$ cat config.mk
export PLATFORM = sky130hd
export DESIGN_NAME = llq_enq_ctrl_flat
export DESIGN_NICKNAME = d
export VERILOG_FILES = /design/src/rtl/llq_pkg.sv /design/src/rtl/llq_enq_ctrl_if.sv /design/src/rtl/llq_free_alloc.sv /design/src/rtl/llq_enq_ctrl.sv /design/src/flat_wrapper.sv
export SDC_FILE = /design/constraint.sdc
export NUM_CORES = 1
export LEC_CHECK = 0
export CAP_MARGIN = 10
export CORE_MARGIN = 2
export CORE_UTILIZATION = 65
export DETAILED_ROUTE_END_ITERATION = 12
export DONT_BUFFER_PORTS = 1
export PLACE_DENSITY = 0.81
export SLEW_MARGIN = 20
export SYNTH_ARGS = -nofsm -noshare
export SYNTH_HDL_FRONTEND = slang
export SYNTH_SLANG_ARGS = --single-unit
$ cat constraint.sdc
create_clock -name clk -period 11.31 [get_ports clk]
set_input_delay 2.262 -clock clk [delete_from_list [all_inputs] [get_ports clk]]
set_output_delay 2.262 -clock clk [all_outputs]
set_load 0.005 [all_outputs]
$ cat src/rtl/llq_pkg.sv
// llq_pkg: shared defaults and types for the linked-list queue enqueue slice.
//   DEF_NUM_Q / DEF_NUM_SLOT : default queue count and shared-store depth
//   qid_t / slot_t / cnt_t   : queue id, slot pointer and occupancy types at the defaults
package llq_pkg;
  localparam int DEF_NUM_Q    = 4;
  localparam int DEF_NUM_SLOT = 4;

  typedef logic [$clog2(DEF_NUM_Q)-1:0]    qid_t;
  typedef logic [$clog2(DEF_NUM_SLOT)-1:0] slot_t;
  // Occupancy needs one extra bit so a queue holding every slot is representable.
  typedef logic [$clog2(DEF_NUM_SLOT):0]   cnt_t;
endpackage

$ cat src/rtl/llq_enq_ctrl_if.sv
// llq_enq_ctrl_if: push/release handshake plus the head/next table write bus.
//   push_*  : enqueue request, ready and allocated slot
//   rel_*   : slot released by the pop side
//   link_*  : next[link_addr] = link_data write
//   head_*  : head[head_qid] = head_data write
//   master  : side that issues pushes/releases and consumes table writes
//   slave   : the enqueue controller
interface llq_enq_ctrl_if import llq_pkg::*; #(
  parameter int NUM_Q    = DEF_NUM_Q,
  parameter int NUM_SLOT = DEF_NUM_SLOT
) ();
  localparam int QW = $clog2(NUM_Q);
  localparam int PW = $clog2(NUM_SLOT);

  logic          push_valid;
  logic [QW-1:0] push_qid;
  logic          push_ready;
  logic [PW-1:0] push_slot;
  logic          rel_valid;
  logic [PW-1:0] rel_slot;
  logic [QW-1:0] rel_qid;
  logic          link_we;
  logic [PW-1:0] link_addr;
  logic [PW-1:0] link_data;
  logic          head_we;
  logic [QW-1:0] head_qid;
  logic [PW-1:0] head_data;

  modport master (
    output push_valid, push_qid, rel_valid, rel_slot, rel_qid,
    input  push_ready, push_slot, link_we, link_addr, link_data,
           head_we, head_qid, head_data
  );

  modport slave (
    input  push_valid, push_qid, rel_valid, rel_slot, rel_qid,
    output push_ready, push_slot, link_we, link_addr, link_data,
           head_we, head_qid, head_data
  );
endinterface

$ cat src/rtl/llq_free_alloc.sv
// llq_free_alloc: free-slot bitmap with lowest-index allocation.
//   clk, reset  : clock, synchronous active-high reset
//   alloc_en    : consume alloc_slot this cycle
//   alloc_ok    : at least one slot free (from registers only)
//   alloc_slot  : lowest free slot index (0 when none)
//   rel_valid   : raw release request, used for double-free detection
//   rel_en      : qualified release, sets free[rel_slot]
//   rel_slot    : slot being released
//   dbl_free    : release targets a slot that is already free
//   free_cnt    : registered number of free slots
module llq_free_alloc import llq_pkg::*; #(
  parameter  int NUM_SLOT = DEF_NUM_SLOT,
  localparam int PW       = $clog2(NUM_SLOT)
) (
  input  logic          clk,
  input  logic          reset,
  input  logic          alloc_en,
  output logic          alloc_ok,
  output logic [PW-1:0] alloc_slot,
  input  logic          rel_valid,
  input  logic          rel_en,
  input  logic [PW-1:0] rel_slot,
  output logic          dbl_free,
  output logic [PW:0]   free_cnt
);
  logic [NUM_SLOT-1:0] free_q, free_d;
  logic [PW:0]         cnt_d;

  // Scan from the top down so the last hit is the lowest set bit.
  always_comb begin
    alloc_slot = '0;
    for (int i = NUM_SLOT-1; i >= 0; i--)
      if (free_q[i]) alloc_slot = PW'(i);
  end

  assign alloc_ok = |free_q;
  assign dbl_free = rel_valid & free_q[rel_slot];

  // A released slot only becomes visible to the encoder after the edge.
  always_comb begin
    free_d = free_q;
    if (alloc_en) free_d[alloc_slot] = 1'b0;
    if (rel_en)   free_d[rel_slot]   = 1'b1;
    cnt_d = '0;
    for (int i = 0; i < NUM_SLOT; i++)
      cnt_d = cnt_d + (PW+1)'(free_d[i]);
  end

  always_ff @(posedge clk) begin
    if (reset) begin
      free_q   <= '1;
      free_cnt <= (PW+1)'(NUM_SLOT);
    end else begin
      free_q   <= free_d;
      free_cnt <= cnt_d;
    end
  end
endmodule

$ cat src/rtl/llq_enq_ctrl.sv
// llq_enq_ctrl: enqueue-side controller for the shared linked-list queue store.
// Allocates a free slot per accepted push, appends it to the addressed queue's
// tail and issues either a head-table write (queue was empty) or a next-table
// link write one cycle later. Reclaims released slots and tracks occupancy.
//   clk, reset : clock, synchronous active-high reset
//   bus        : push/release handshake and head/link write outputs (slave)
//   q_empty    : registered per-queue empty flags
//   free_cnt   : registered free-slot count
//   err        : sticky protocol error (bad release), cleared only by reset
module llq_enq_ctrl import llq_pkg::*; #(
  parameter  int NUM_Q    = DEF_NUM_Q,
  parameter  int NUM_SLOT = DEF_NUM_SLOT,
  localparam int QW       = $clog2(NUM_Q),
  localparam int PW       = $clog2(NUM_SLOT)
) (
  input  logic               clk,
  input  logic               reset,
  llq_enq_ctrl_if.slave      bus,
  output logic [NUM_Q-1:0]   q_empty,
  output logic [PW:0]        free_cnt,
  output logic               err
);
  logic [NUM_Q-1:0][PW-1:0] tail_q;
  logic [NUM_Q-1:0][PW:0]   cnt_q, cnt_d;
  logic                     accept, rel_ok, rel_bad, dbl_free, same_q;
  logic [PW:0]              ec;
  logic                     alloc_ok;
  logic [PW-1:0]            alloc_slot;

  logic          link_we_r, head_we_r;
  logic [PW-1:0] link_addr_r, link_data_r, head_data_r;
  logic [QW-1:0] head_qid_r;

  llq_free_alloc #(.NUM_SLOT(NUM_SLOT)) u_free (
    .clk        (clk),
    .reset      (reset),
    .alloc_en   (accept),
    .alloc_ok   (alloc_ok),
    .alloc_slot (alloc_slot),
    .rel_valid  (bus.rel_valid),
    .rel_en     (rel_ok),
    .rel_slot   (bus.rel_slot),
    .dbl_free   (dbl_free),
    .free_cnt   (free_cnt)
  );

  assign bus.push_ready = alloc_ok;
  assign bus.push_slot  = alloc_slot;
  assign accept         = bus.push_valid & alloc_ok;

  always_comb begin
    // A bad release is dropped entirely, so it must not affect ec either.
    rel_bad = bus.rel_valid & ((cnt_q[bus.rel_qid] == '0) | dbl_free);
    rel_ok  = bus.rel_valid & ~rel_bad;
    same_q  = rel_ok & (bus.rel_qid == bus.push_qid);
    // Releasing the sole entry while pushing the same queue makes it empty.
    ec      = cnt_q[bus.push_qid] - (PW+1)'(same_q);
    cnt_d   = cnt_q;
    if (accept) cnt_d[bus.push_qid] = cnt_d[bus.push_qid] + (PW+1)'(1);
    if (rel_ok) cnt_d[bus.rel_qid]  = cnt_d[bus.rel_qid]  - (PW+1)'(1);
  end

  always_ff @(posedge clk) begin
    if (reset) begin
      tail_q      <= '0;
      cnt_q       <= '0;
      err         <= 1'b0;
      q_empty     <= '1;
      link_we_r   <= 1'b0;
      head_we_r   <= 1'b0;
      link_addr_r <= '0;
      link_data_r <= '0;
      head_qid_r  <= '0;
      head_data_r <= '0;
    end else begin
      cnt_q     <= cnt_d;
      err       <= err | rel_bad;
      link_we_r <= accept & (ec != '0);
      head_we_r <= accept & (ec == '0);
      for (int i = 0; i < NUM_Q; i++)
        q_empty[i] <= (cnt_d[i] == '0);
      if (accept) begin
        tail_q[bus.push_qid] <= alloc_slot;
        link_addr_r          <= tail_q[bus.push_qid];
        link_data_r          <= alloc_slot;
        head_qid_r           <= bus.push_qid;
        head_data_r          <= alloc_slot;
      end
    end
  end

  assign bus.link_we   = link_we_r;
  assign bus.link_addr = link_addr_r;
  assign bus.link_data = link_data_r;
  assign bus.head_we   = head_we_r;
  assign bus.head_qid  = head_qid_r;
  assign bus.head_data = head_data_r;
endmodule

$ cat src/flat_wrapper.sv
// flat-port wrapper written by rule: the top's interface ports become plain ports
module llq_enq_ctrl_flat import llq_pkg::*;
#(
  parameter  int NUM_Q    = DEF_NUM_Q,
  parameter  int NUM_SLOT = DEF_NUM_SLOT,
  localparam int QW       = $clog2(NUM_Q),
  localparam int PW       = $clog2(NUM_SLOT)
)
  (clk, reset, q_empty, free_cnt, err, bus_push_valid, bus_push_qid, bus_rel_valid, bus_rel_slot, bus_rel_qid, bus_push_ready, bus_push_slot, bus_link_we, bus_link_addr, bus_link_data, bus_head_we, bus_head_qid, bus_head_data);
  llq_enq_ctrl_if #(.NUM_Q(NUM_Q), .NUM_SLOT(NUM_SLOT)) bus_i ();
  input  logic clk;
  input  logic reset;
  output logic [NUM_Q-1:0] q_empty;
  output logic [PW:0] free_cnt;
  output logic err;
  input wire logic [$bits(bus_i.push_valid)-1:0] bus_push_valid;
  input wire logic [$bits(bus_i.push_qid)-1:0] bus_push_qid;
  input wire logic [$bits(bus_i.rel_valid)-1:0] bus_rel_valid;
  input wire logic [$bits(bus_i.rel_slot)-1:0] bus_rel_slot;
  input wire logic [$bits(bus_i.rel_qid)-1:0] bus_rel_qid;
  output wire logic [$bits(bus_i.push_ready)-1:0] bus_push_ready;
  output wire logic [$bits(bus_i.push_slot)-1:0] bus_push_slot;
  output wire logic [$bits(bus_i.link_we)-1:0] bus_link_we;
  output wire logic [$bits(bus_i.link_addr)-1:0] bus_link_addr;
  output wire logic [$bits(bus_i.link_data)-1:0] bus_link_data;
  output wire logic [$bits(bus_i.head_we)-1:0] bus_head_we;
  output wire logic [$bits(bus_i.head_qid)-1:0] bus_head_qid;
  output wire logic [$bits(bus_i.head_data)-1:0] bus_head_data;
  assign bus_i.push_valid = bus_push_valid;
  assign bus_i.push_qid = bus_push_qid;
  assign bus_i.rel_valid = bus_rel_valid;
  assign bus_i.rel_slot = bus_rel_slot;
  assign bus_i.rel_qid = bus_rel_qid;
  assign bus_push_ready = bus_i.push_ready;
  assign bus_push_slot = bus_i.push_slot;
  assign bus_link_we = bus_i.link_we;
  assign bus_link_addr = bus_i.link_addr;
  assign bus_link_data = bus_i.link_data;
  assign bus_head_we = bus_i.head_we;
  assign bus_head_qid = bus_i.head_qid;
  assign bus_head_data = bus_i.head_data;
  llq_enq_ctrl #(.NUM_Q(NUM_Q), .NUM_SLOT(NUM_SLOT)) u_core (.clk(clk), .reset(reset), .bus(bus_i), .q_empty(q_empty), .free_cnt(free_cnt), .err(err));
endmodule
* Word level (Yosys, flattened, before mapping) *
Cells that the tools add are included.

storage, ports and cells
  logic and storage cells = 88
  output and inout bits = 21
  register bits after elaboration = 40
  bits of input ports = 10

operators by class
  add/sub/neg operators = 6
  magnitude comparators = 8
  reductions and logical operators = 12
  equality and inequality tests = 1
  muxes and demuxes = 31
  bitwise operators = 13

operators by type and width
  cell                                                        count
  bitwise mux 12 bit                                          2
  two-way mux 12 bit                                          2
  binary-select mux 3 bit (select 2 bit)                      3
  logical NOT 3 bit                                           6
  two-way mux 3 bit                                           5
  demux 3 bit (select 2 bit)                                  2
  less-than comparator 2 x 3 -> 1 bit, second input constant  4
  two-way mux 2 bit                                           6
  bitwise mux 8 bit                                           1
  >= comparator 2 x 1 -> 1 bit, second input constant         4
  two-way mux 4 bit                                           2
  AND 1 bit                                                   7
  AND 4 bit                                                   1
  binary-select mux 2 bit (select 2 bit)                      1
  demux 1 bit (select 2 bit)                                  2
  demux 2 bit (select 2 bit)                                  1
  logical AND 1 bit                                           4
  NOT 4 bit                                                   1
  bitwise OR 4 bit                                            1
  OR reduction 4 bit                                          1
  adder 2 x 1 -> 3 bit                                        1
  adder 3 x 1 -> 3 bit                                        1
  adder 3 x 1 -> 3 bit, second input constant                 1
  two-way mux 1 bit                                           3
  8 further kinds                                             9

* Logic depth before layout (Yosys ltp) *
Gate-level depths: netlist of run 1.

  depth after elaboration = 16
  mapped depth = 11
  gate-level depth less buffers = 9

* Modules after synthesis *
A second synthesis of run 1 with hierarchy kept.

second synthesis, totals
  cells, all modules = 262
  area, all modules = 2353.5 um2

modules (own cells, without submodules)
  module          seq. area each (um2)  cells an instance  times used  area each (um2)
  llq_enq_ctrl    660.6                 222                1           1976.9
  llq_free_alloc  140.1                 40                 1           376.6

* Least setup slack after synthesis of run 1 *
OpenSTA, ideal clock, no wires.

  path type = input port to flip-flop
  start point = in bus_push_qid[0]
  end point = reg u_core.q_empty[0]
  data required time = 11.188 ns
  data arrival time = 5.030 ns
  library setup time = 0.122 ns
  buffers on the path = 2
  cell stages on the path = 10
  slack = 6.158 ns
  path through = clkbuf_1 > buf_2 > mux4_2 > ha_1 > mux2i_1 > mux4_2 > ha_1 > inv_1 > nor2_2 > a311o_1

between the ends
  word-level cells in the longest chain between the ends = 12
  elaborated cells between the ends (all ways) = 16
  those cells by class = add/sub: 2; order compare: 2; mux: 10; reduce/logical: 2

ends and longest elaborated chain
  element                                                                                                    RTL line            text
  from (decl)                                                                                                flat_wrapper.sv:17  input wire logic [$bits(bus_i.push_qid)-1:0] bus_push_qid;
  less-than comparator 2 x 3 -> 1 bit (not written as such) or >= comparator 2 x 1 -> 1 bit (tied branches)  llq_enq_ctrl.sv:59  if (accept) cnt_d[bus.push_qid] = cnt_d[bus.push_qid] + (PW+1)'(1);
  logical AND 1 bit (not written as such)                                                                    llq_enq_ctrl.sv:59
  two-way mux 3 bit (not written as such)                                                                    llq_enq_ctrl.sv:59
  demux 3 bit (select 2 bit)                                                                                 -
  bitwise mux 12 bit (*)                                                                                     llq_enq_ctrl.sv:59
  two-way mux 12 bit (*)                                                                                     llq_enq_ctrl.sv:59
  binary-select mux 3 bit (select 2 bit)                                                                     llq_enq_ctrl.sv:60  if (rel_ok) cnt_d[bus.rel_qid] = cnt_d[bus.rel_qid] - (PW+1)'(1);
  two-way mux 3 bit (not written as such)                                                                    llq_enq_ctrl.sv:60
  subtractor 3 x 1 -> 3 bit                                                                                  llq_enq_ctrl.sv:60
  bitwise mux 12 bit                                                                                         llq_enq_ctrl.sv:60
  two-way mux 12 bit (*)                                                                                     llq_enq_ctrl.sv:60
  logical NOT 3 bit (*)                                                                                      llq_enq_ctrl.sv:81  q_empty[i] <= (cnt_d[i] == '0);
  to (signal, indexed assignment)                                                                            llq_enq_ctrl.sv:81
  to (decl)                                                                                                  llq_enq_ctrl.sv:19  output logic [NUM_Q-1:0] q_empty,

Every way passes the cells marked *; elsewhere a longest branch is shown, timed or not. The select of a mux whose other input is x is not followed.
A chain may end at the register's enable or synchronous reset.

* Worst setup path in the final report of run 1 *
  start point = in bus_rel_qid[1]
  end point = reg u_core.u_free.free_cnt[2]

between the ends
  word-level cells in the longest chain between the ends = 11

ends and longest elaborated chain
  element                                  RTL line              text
  from (decl)                              flat_wrapper.sv:20    input wire logic [$bits(bus_i.rel_qid)-1:0] bus_rel_qid;
  binary-select mux 3 bit (select 2 bit)   llq_enq_ctrl.sv:53    rel_bad = bus.rel_valid & ((cnt_q[bus.rel_qid] == '0) | dbl_free);
  two-way mux 3 bit (not written as such)  llq_enq_ctrl.sv:53
  logical NOT 3 bit                        llq_enq_ctrl.sv:53
  bitwise OR 1 bit                         llq_enq_ctrl.sv:53
  AND 1 bit                                llq_enq_ctrl.sv:53
  NOT 1 bit                                llq_enq_ctrl.sv:54    rel_ok = bus.rel_valid & ~rel_bad;
  AND 1 bit                                llq_enq_ctrl.sv:54
  two-way mux 4 bit                        llq_free_alloc.sv:43  if (rel_en) free_d[rel_slot] = 1'b1;
  named net u_core.u_free.free_d[0]        llq_free_alloc.sv:26  logic [NUM_SLOT-1:0] free_q, free_d;
  adder 1 x 1 -> 2 bit                     llq_free_alloc.sv:46  cnt_d = cnt_d + (PW+1)'(free_d[i]);
  adder 2 x 1 -> 3 bit                     llq_free_alloc.sv:46
  adder 3 x 1 -> 3 bit                     llq_free_alloc.sv:46
  named net u_core.u_free.cnt_d[2]         llq_free_alloc.sv:27  logic [PW:0] cnt_d;
  to (signal assigned)                     llq_free_alloc.sv:52  free_cnt <= (PW+1)'(NUM_SLOT);
  to (signal assigned)                     llq_free_alloc.sv:55  free_cnt <= cnt_d;
  to (decl)                                llq_free_alloc.sv:24  output logic [PW:0] free_cnt

The timed path passes the listed nets, and every way through them passes these cells. The select of a mux whose other input is x is not followed.

==> impl_metrics.env, run 1 <==
export IMPL_antennaDiodeCount=0
export IMPL_drc_errors=0
export IMPL_ctsHoldBuffers=0
export IMPL_rrSetupSlack_ps=8010
export IMPL_cp_end_kind="register"
export IMPL_synth_most_common_cell="dfxtp_1"
export IMPL_antenna_found_initial=0
export IMPL_avgRoutedWirePerCell_um=17.9
export IMPL_hold_end="u_core.err"
export IMPL_vias_per_cell=6.62
export IMPL_cts_root_buf="clkbuf_4"
export IMPL_grt_pass1_wl_um=8750
export IMPL_io_buffers=0
export IMPL_status="finished, final reports clean"
export IMPL_drt_iter0_markers=193
export IMPL_placed_area_sq_um=2300
export IMPL_die_h_um=64.0
export IMPL_setup_violations=0
export IMPL_routed_wl_um=5130
export IMPL_clk_path_buf_depth=2
export IMPL_ys_seq_elements=40
export IMPL_ys_top_cells_by_count="40 x dfxtp_1, 25 x nor2_1, 22 x nand2_1"
export IMPL_r2r_cells=8
export IMPL_drv_cap=0
export IMPL_nNetsFinal=256
export IMPL_grt_usage_pct=27.9
export IMPL_hold_path_class="register to register"
export IMPL_power_per_cell_area_nw_per_um2=111
export IMPL_cts_buffers=5
export IMPL_worst_pin_slew_ps=963
export IMPL_yosysTopAreaCell="dfxtp_1"
export IMPL_fmax_ghz=0.217
export IMPL_hold_viol=0
export IMPL_cts_setup_buffers=0
export IMPL_p_leak_nw=0.834
export IMPL_ir_drop_mv=0.0755
export IMPL_critPathMaxFanout=10
export IMPL_synthesis_area_sq_um=2340
export IMPL_worstReg2RegEnd="u_core.u_free.free_cnt[2]"
export IMPL_fin_skew_ps=11.9
export IMPL_ant_nets=0
export IMPL_area_delta_synth_final_pct=0.534
export IMPL_fin_area_sq_um=2350
export IMPL_fp_dieW_um=64.0
export IMPL_setup_tns_final_ps=0
export IMPL_clkSlewWorstSetupHoldPaths_ps=120
export IMPL_grt_start_max_net_pins=41
export IMPL_period_needed_ps=4610
export IMPL_r2r_start="u_core.cnt_q[9]"
export IMPL_grt_pass1_vias=1818
export IMPL_postLayoutSetupSlackWorst_ps=6700
export IMPL_worstSetupStartpointType="input port"
export IMPL_synth_cell_types=57
export IMPL_vias=1893
export IMPL_drive_gt1_share_pct=15.4
export IMPL_hp_start="u_core.err"
export IMPL_ys_seq_area_share_pct=34.2
export IMPL_final_max_slew_viol_count=0
export IMPL_synthCells=250
export IMPL_syn_num_nets=266
export IMPL_design_die_area_sq_um=4100
export IMPL_cts_max_level=2
export IMPL_synth_ff_type="dfxtp_1"
export IMPL_holdWs_ps=478
export IMPL_initial_core_util_pct=69.1
export IMPL_pin_count=31
export IMPL_yosys_area_top_type_share_pct=34.2
export IMPL_cts_resized=0
export IMPL_crit_required_ps=11560
export IMPL_cts_tree="built"
export IMPL_synth_warnings=0
export IMPL_synth_edf_count=0
export IMPL_holdPathStages=2
export IMPL_firstDrtPassIters=5
export IMPL_crit_arrival_ps=4860
export IMPL_async_reset_ff_share_pct=0
export IMPL_avgSynthCellArea_sq_um=9.37
export IMPL_clkLatencyLatePin_ps=350
export IMPL_fillers=268
export IMPL_synthTopCellsByArea="dfxtp_1 34%, mux4_2 7.7%, mux2i_1 5.1%, nor2_1 4.0%, nand2_1 3.5%"
export IMPL_cts_sinks=40
export IMPL_gp_congestion=0.915
export IMPL_rows=21
export IMPL_post_dp_hpwl_um=3640
export IMPL_core_sq_um=3390
export IMPL_rsz0062_at_grt="false"
export IMPL_finalCritPeriodShare_pct=40.8
export IMPL_path_class="input port to register"
export IMPL_dp_slack_ps=6310
export IMPL_grt_ovfl_total=0
export IMPL_slew_headroom_pct=35.3
==> stage by stage <==
stage | instances | total power [W] | utilization [%]
3_3_place_gp | 279 | 0.000195 | 68.0
5_1_grt | 286 | 0.000276 | 69.5
2_1_floorplan | 250 | 0.000193 | -
3_5_place_dp | 279 | 0.000196 | 68.0
4_1_cts | 286 | 0.000264 | 69.5
6_report | 286 | 0.000262 | 69.5
==> routing by layer <==
layer	track usage, %	share of wire [%]	vias to the layer above	routed length (um)
li1	-	-	890	-
met1	36.5	41	895	2110
met2	44.1	47	96	2420
met3	6.87	9.1	12	468
met4	11.1	2.4	0	123
met5	0	0	-	0
==> how the worst max path moves through the flow <==
stage                    startpoint  slack (ps)  depth (start not counted)                        end
global route         bus_rel_qid[1]        6570                          8  u_core.u_free.free_cnt[2]
floorplan           bus_push_qid[0]        6160                         10          u_core.q_empty[0]
detailed placement   bus_rel_qid[1]        6310                          7  u_core.u_free.free_cnt[2]
global placement     bus_rel_qid[1]        6440                          7  u_core.u_free.free_cnt[2]
finish               bus_rel_qid[1]        6700                          7  u_core.u_free.free_cnt[2]
CTS                  bus_rel_qid[1]        6700                          7  u_core.u_free.free_cnt[2]
==> power by group <==
group	leakage (nW)	switching [W]	total, W	internal [W]
Combinational	0.481	0.0000208	0.0000398	0.0000190
Sequential	0.326	0.00000607	0.000153	0.000147
Clock	0.0271	0.0000467	0.0000693	0.0000227
Total	0.834	0.0000735	0.000262	0.000189
==> critical path, cell delays in order <==
cell	delay, ps
mux4_2	490
or3b_1	520
o32ai_1	450
fa_1	510
ha_1	190
ha_1	160
or2_2	260
==> kinds of logic (layout without fill, tap and decap cells) <==
family          count (synthesis)  count (layout)  share of synthesized area, %
compound gates                 48              48                          15.4
xor+xnor                       10              10                          4.38
fa+ha+maj                       6               6                          3.53
buf+inv                        27              17                          5.82
flops                          40              40                          34.2
mux                            23              23                          14.3
simple gates                   96              96                          22.4
==> area by class of cell <==
type | instances | area [sq um] | area share (%)
Multi-Input combinational cell | 183 | 1410 | 59.7
Sequential cell | 40 | 801 | 34.0
Tap cell | 46 | 57.6 | 2.44
Clock buffer | 5 | 37.5 | 1.59
Inverter | 9 | 33.8 | 1.43
Clock inverter | 2 | 12.5 | 0.531
Timing Repair Buffer | 1 | 7.51 | 0.319
==> registers in the layout (all words and copies together) (netlist names) <==
name / count
u_core.bus.link_data: 2
u_core.tail_q: 8
u_core.u_free.free_q: 4
u_core.err: 1
u_core.u_free.free_cnt: 3
u_core.bus.link_we: 1
u_core.bus.link_addr: 2
u_core.cnt_q: 12
u_core.q_empty: 4
u_core.bus.head_qid: 2
u_core.bus.head_we: 1
==> layout by cell type, fill, tap and decap left out, types with 3 or more instances in the layout <==
master and n:
a211oi_1 6, a21oi_1 12, a311o_1 4, clkbuf_4 5
dfxtp_1 40, ha_1 5, inv_1 9, mux2i_1 12
mux4_2 8, nand2_1 22, nor2_1 25, nor2_2 3
nor2b_1 3, nor3_1 8, nor3b_1 4, nor4_1 7
o21ai_0 7, o31a_1 3, o31ai_1 4, or2_2 6
xnor2_1 3, xor2_1 5
Note: power is estimated with default switching activity, not from simulation.
==> run 2, diff against run 1 <==
--- a/config.mk
+++ b/config.mk
@@ -7,10 +7,10 @@
 export LEC_CHECK = 0
 export CAP_MARGIN = 10
 export CORE_MARGIN = 2
-export CORE_UTILIZATION = 65
+export CORE_UTILIZATION = 63
 export DETAILED_ROUTE_END_ITERATION = 12
 export DONT_BUFFER_PORTS = 1
-export PLACE_DENSITY = 0.81
+export PLACE_DENSITY = 0.79
 export SLEW_MARGIN = 20
 export SYNTH_ARGS = -nofsm -noshare
 export SYNTH_HDL_FRONTEND = slang
==> constraint.sdc (replaced) <==
create_clock -name clk -period 4.3 [get_ports clk]
set_input_delay 0.86 -clock clk [delete_from_list [all_inputs] [get_ports clk]]
set_output_delay 0.86 -clock clk [all_outputs]
set_load 0.005 [all_outputs]
==> impl_metrics.env, run 2 (same netlist as run 1, synthesis figures left out) <==
export IMPL_status="finished, final reports clean"
export IMPL_drv_cap=0
export IMPL_setup_violations=0
export IMPL_postLayoutSetupSlackWorst_ps=1000
export IMPL_ant_nets=0
export IMPL_routed_wl_um=5380
export IMPL_core_sq_um=3610
export IMPL_fp_dieW_um=65.0
export IMPL_fin_area_sq_um=2440
export IMPL_clk_path_buf_depth=2
export IMPL_regMostFlops="u_core.cnt_q"
export IMPL_mostFrequentLayoutCells="40 x dfxtp_1, 25 x nor2_1, 22 x nand2_1"
export IMPL_gp_congestion=0.967
export IMPL_crit_arrival_ps=3490
export IMPL_hold_path_class="register to register"
export IMPL_placed_area_sq_um=2310
export IMPL_biggestRegsByFlops="u_core.cnt_q (12), u_core.tail_q (8)"
export IMPL_crit_path_frequent_cell="ha_1"
export IMPL_power_per_cell_area_nw_per_um2=337
export IMPL_r2r_start="u_core.cnt_q[9]"
export IMPL_fin_util_pct=67.7
export IMPL_largest_reg_flops=12
export IMPL_cts_sinks=40
export IMPL_worst_pin_slew_ps=608
export IMPL_vias_per_cell=6.49
export IMPL_antennaDiodeCount=0
export IMPL_path_class="register to register"
export IMPL_rrSetupSlack_ps=1000
export IMPL_cts_buffers=5
export IMPL_worst_path_max_delay_cell="nor3b_1"
export IMPL_area_delta_synth_final_pct=4.22
export IMPL_ir_drop_mv=0.218
export IMPL_cts_setup_buffers=0
export IMPL_startpoint="u_core.cnt_q[9]"
export IMPL_grt_pass1_vias=1754
export IMPL_initial_core_util_pct=65.0
export IMPL_cp_end_kind="register"
export IMPL_drt_iter0_markers=131
export IMPL_cts_root_buf="clkbuf_8"
export IMPL_worstSetupStartpointType="register"
export IMPL_final_max_slew_viol_count=0
export IMPL_finalCritPeriodShare_pct=76.7
export IMPL_slew_headroom_pct=59.4
export IMPL_grt_start_max_net_pins=41
export IMPL_rsz0062_at_grt="false"
export IMPL_cp_cell_sequence="nor3_1 -> mux4_2 -> nor3b_1 -> nand2_1 -> o21ai_0 -> fa_1 -> ha_1 -> ha_1 -> or2_2"
export IMPL_crit_required_ps=4490
export IMPL_cts_tree="built"
export IMPL_ctsHoldBuffers=0
export IMPL_avgRoutedWirePerCell_um=18.5
export IMPL_grt_pass1_wl_um=8770
export IMPL_dp_slack_ps=696
export IMPL_critPathMaxStageDelay_ps=540
export IMPL_hold_viol=0
export IMPL_fmax_ghz=0.303
export IMPL_io_buffers=0
export IMPL_drc_errors=0
export IMPL_p_leak_nw=0.874
export IMPL_firstDrtPassIters=4
export IMPL_worstReg2RegEnd="u_core.u_free.free_cnt[2]"
export IMPL_critical_path_buf_inv_count=0
export IMPL_cp_top_family="simple AND/OR/NAND/NOR gates"
export IMPL_setup_tns_final_ps=0
export IMPL_design_die_area_sq_um=4220
export IMPL_hp_start="u_core.bus.link_addr[1]"
export IMPL_nNetsFinal=258
export IMPL_clkLatencyLatePin_ps=300
export IMPL_clkSlewWorstSetupHoldPaths_ps=80
export IMPL_die_h_um=65.0
export IMPL_antenna_found_initial=0
export IMPL_post_dp_hpwl_um=3840
export IMPL_rows=22
export IMPL_cts_max_level=2
export IMPL_period_needed_ps=3300
export IMPL_seq_area_sq_um=801
export IMPL_r2r_cells=9
export IMPL_holdPathStages=2
export IMPL_pin_count=31
export IMPL_total_power_w=0.000823
export IMPL_grt_usage_pct=27.6
export IMPL_multiInputGateArea_sq_um=1410
export IMPL_grt_ovfl_total=0
export IMPL_hold_end="u_core.bus.link_addr[1]"
export IMPL_cts_resized=0
export IMPL_fin_skew_ps=4.59
export IMPL_fillers=290
export IMPL_vias=1888
export IMPL_critPathMaxFanout=7
export IMPL_final_common_cell="dfxtp_1"
export IMPL_drive_gt1_share_pct=16.5
[run 2: cell types whose count changed in the layout (fill, tap and decap cells not counted), sizes merged]
cell,delta
buf,+2
inv,+1
clkinv,-1
bufinv,+1
[run 2: where the power goes]
group | internal (W) | total, W | leakage (nW) | switching, W
Sequential | 0.000387 | 0.000403 | 0.326 | 0.0000163
Clock | 0.000175 | 0.000312 | 0.0548 | 0.000138
Combinational | 0.0000515 | 0.000108 | 0.493 | 0.0000563
Total | 0.000613 | 0.000823 | 0.874 | 0.000210
[run 2: stage by stage]
stage                     std cells  hold WS [ps]
after floorplan                 250           442
after global placement          282           450
after detailed placement        282           461
after CTS                       290           472
after global routing            291           495
final                           291           469
[run 2: metal layers]
layer / GRT usage, % / vias to the layer above / routed length [um] / share of wire [%]
met4: 13.0 / 0 / 133 / 2.5
met5: 0 / - / 0 / 0
met2: 43.0 / 101 / 2630 / 49
li1: - / 889 / - / -
met1: 35.9 / 879 / 2140 / 40
met3: 6.94 / 19 / 476 / 8.8
[run 2: how the worst max path moves through the flow]
stage | cells past startpoint | end
global route | 9 | u_core.u_free.free_cnt[2]
CTS | 8 | u_core.q_empty[0]
global placement | 7 | u_core.u_free.free_cnt[2]
finish | 9 | u_core.u_free.free_cnt[2]
detailed placement | 8 | u_core.u_free.free_cnt[2]
floorplan | 10 | u_core.q_empty[0]
[run 2: area by class of cell]
class / count / share of cell area [%]
Tap cell: 48 / 2.46
Clock inverter: 3 / 1.90
Timing Repair Buffer: 3 / 1.08
Inverter: 9 / 1.38
Clock buffer: 5 / 2.82
Sequential cell: 40 / 32.8
Multi-Input combinational cell: 183 / 57.6
[run 2: tightest hold or removal path: stages (launching register included)]
cell and delay (ps):
dfxtp_1 330, nand2_1 60, a21oi_1 50
==> run 3, diff against run 2 <==
==> constraint.sdc (replaced) <==
create_clock -name clk -period 3.1 [get_ports clk]
set_input_delay 0.62 -clock clk [delete_from_list [all_inputs] [get_ports clk]]
set_output_delay 0.62 -clock clk [all_outputs]
set_load 0.005 [all_outputs]
==> impl_metrics.env, run 3 (same netlist as run 1, synthesis figures left out) <==
export IMPL_drive_gt1_share_pct=22.7
export IMPL_io_buffers=0
export IMPL_cts_root_buf="clkbuf_8"
export IMPL_nNetsFinal=270
export IMPL_clkPwrFrac_pct=38.2
export IMPL_grt_busiest_layer="met2"
export IMPL_clkLatencyLatePin_ps=300
export IMPL_grt_use_met2_pct=41.5
export IMPL_mostFrequentLayoutCells="40 x dfxtp_1, 25 x nor2_1, 22 x nand2_1"
export IMPL_drc_errors=0
export IMPL_biggestRegsByFlops="u_core.cnt_q (12), u_core.tail_q (8)"
export IMPL_grt_use_met3_pct=6.60
export IMPL_final_common_cell="dfxtp_1"
export IMPL_firstDrtPassIters=4
export IMPL_gp_congestion=0.867
export IMPL_placed_area_sq_um=2470
export IMPL_worst_pin_slew_ps=516
export IMPL_holdPathStages=1
export IMPL_avgRoutedWirePerCell_um=17.5
export IMPL_cts_sinks=40
export IMPL_antennaDiodeCount=0
export IMPL_grt_start_max_net_pins=41
export IMPL_clkSlewWorstSetupHoldPaths_ps=80
export IMPL_ctsHoldBuffers=0
export IMPL_fillers=269
export IMPL_final_max_slew_viol_count=0
export IMPL_cp_end_kind="register"
export IMPL_slew_headroom_pct=65.3
export IMPL_fin_skew_ps=9.01
export IMPL_antenna_found_initial=0
export IMPL_design_die_area_sq_um=4220
export IMPL_cts_buffers=5
export IMPL_grt_ovfl_total=0
export IMPL_fin_area_sq_um=2590
export IMPL_combinationalPowerShare_pct=14.9
export IMPL_fp_dieW_um=65.0
export IMPL_cts_resized=0
export IMPL_ant_nets=0
export IMPL_switchingPower_w=0.000294
export IMPL_p_leak_nw=0.940
export IMPL_core_sq_um=3610
export IMPL_regMostFlops="u_core.cnt_q"
export IMPL_path_class="register to register"
export IMPL_crit_arrival_ps=3090
export IMPL_setup_tns_final_ps=0
export IMPL_rsz0062_at_grt="false"
export IMPL_worstSetupStartpointType="register"
export IMPL_r2r_start="u_core.u_free.free_q[1]"
export IMPL_rows=22
export IMPL_vias_per_cell=6.36
export IMPL_met1_usage_pct=37.9
export IMPL_routed_wl_um=5300
export IMPL_largest_reg_flops=12
export IMPL_post_dp_hpwl_um=3900
export IMPL_drt_iter0_markers=180
export IMPL_power_per_cell_area_nw_per_um2=457
export IMPL_holdWs_ps=388
export IMPL_status="finished, final reports clean"
export IMPL_cts_setup_buffers=0
export IMPL_finalCritPeriodShare_pct=93.9
export IMPL_hold_path_class="input port to register"
export IMPL_grt_pass1_wl_um=8670
export IMPL_critPathMaxFanout=8
export IMPL_area_delta_synth_final_pct=10.8
export IMPL_vias=1927
export IMPL_initial_core_util_pct=65.0
export IMPL_hp_start="reset"
export IMPL_ir_drop_mv=0.323
export IMPL_die_h_um=65.0
export IMPL_grt_usage_pct=27.3
export IMPL_setup_violations=0
export IMPL_sequentialPowerShare_pct=46.9
export IMPL_drv_cap=0
export IMPL_clk_path_buf_depth=2
export IMPL_period_needed_ps=2910
export IMPL_cts_tree="built"
export IMPL_swShare_pct=24.8
export IMPL_worstReg2RegEnd="u_core.q_empty[0]"
export IMPL_r2r_cells=7
export IMPL_fmax_ghz=0.343
export IMPL_rrSetupSlack_ps=190
export IMPL_cts_max_level=2
export IMPL_internal_power_w=0.000891
export IMPL_pin_count=31
export IMPL_grt_pass1_vias=1766
export IMPL_hold_viol=0
export IMPL_crit_required_ps=3280
export IMPL_hold_end="u_core.cnt_q[2]"
-- run 3: cell count changes in the layout (fill, tap and decap cells not counted), sizes merged --
| cell | delta |
|---|---|
| clkinvlp | -1 |
| inv | -1 |
| buf | +12 |
| clkinv | +1 |
| clkbuf | +1 |
-- run 3: layout make-up --
cell class / count / area, sq um / share of cell area (%)
multi-input combinational: 183 / 1470 / 56.5
inverter: 9 / 33.8 / 1.30
sequential: 40 / 801 / 30.9
clock inverter: 2 / 38.8 / 1.49
clock buffer: 6 / 82.6 / 3.18
timing repair buffer: 15 / 113 / 4.34
tap: 48 / 60.1 / 2.31
-- run 3: how the worst max path moves through the flow --
stage               slack, ps  depth (start not counted)                   endpoint               startpoint
CTS                       210                          7          u_core.q_empty[0]  u_core.u_free.free_q[1]
detailed placement        110                          7  u_core.u_free.free_cnt[2]          bus_rel_slot[1]
global placement          130                          7  u_core.u_free.free_cnt[2]          bus_rel_slot[1]
global route              100                          7          u_core.q_empty[2]  u_core.u_free.free_q[1]
floorplan                  -3                          9  u_core.u_free.free_cnt[2]           bus_rel_qid[1]
finish                    190                          7          u_core.q_empty[0]  u_core.u_free.free_q[1]
-- run 3: power groups by stage --
stage               Sequential (W)  Clock, W  Combinational [W]
floorplan                 0.000562         0           0.000163
global placement          0.000567         0           0.000172
detailed placement        0.000568         0           0.000175
CTS                       0.000556  0.000459           0.000175
global route              0.000558  0.000483           0.000196
finish                    0.000556  0.000453           0.000176
-- run 3: per-layer routing --
layer	up-vias	share of wire, %
met5	-	0
met2	73	46
met1	930	44
li1	916	-
met4	0	1.3
met3	8	8.2
-- run 3: worst max-delay path: stages (launching register included) --
cell     delay (ps)
dfxtp_1         400
o41a_2          610
and3_1          350
mux2i_1         190
mux4_2          520
ha_4            190
xnor2_2         200
a311o_1         340
-- run 3: through the flow --
step / util [%] / instances / total power (W) / worst slack, ps
3_5_place_dp: 68.6 / 295 / 0.000743 / 112
3_3_place_gp: 68.6 / 295 / 0.000740 / 130
2_1_floorplan: - / 250 / 0.000725 / -2.61
5_1_grt: 72.0 / 303 / 0.00124 / 97.3
4_1_cts: 72.0 / 303 / 0.00119 / 210
6_report: 72.0 / 303 / 0.00119 / 188
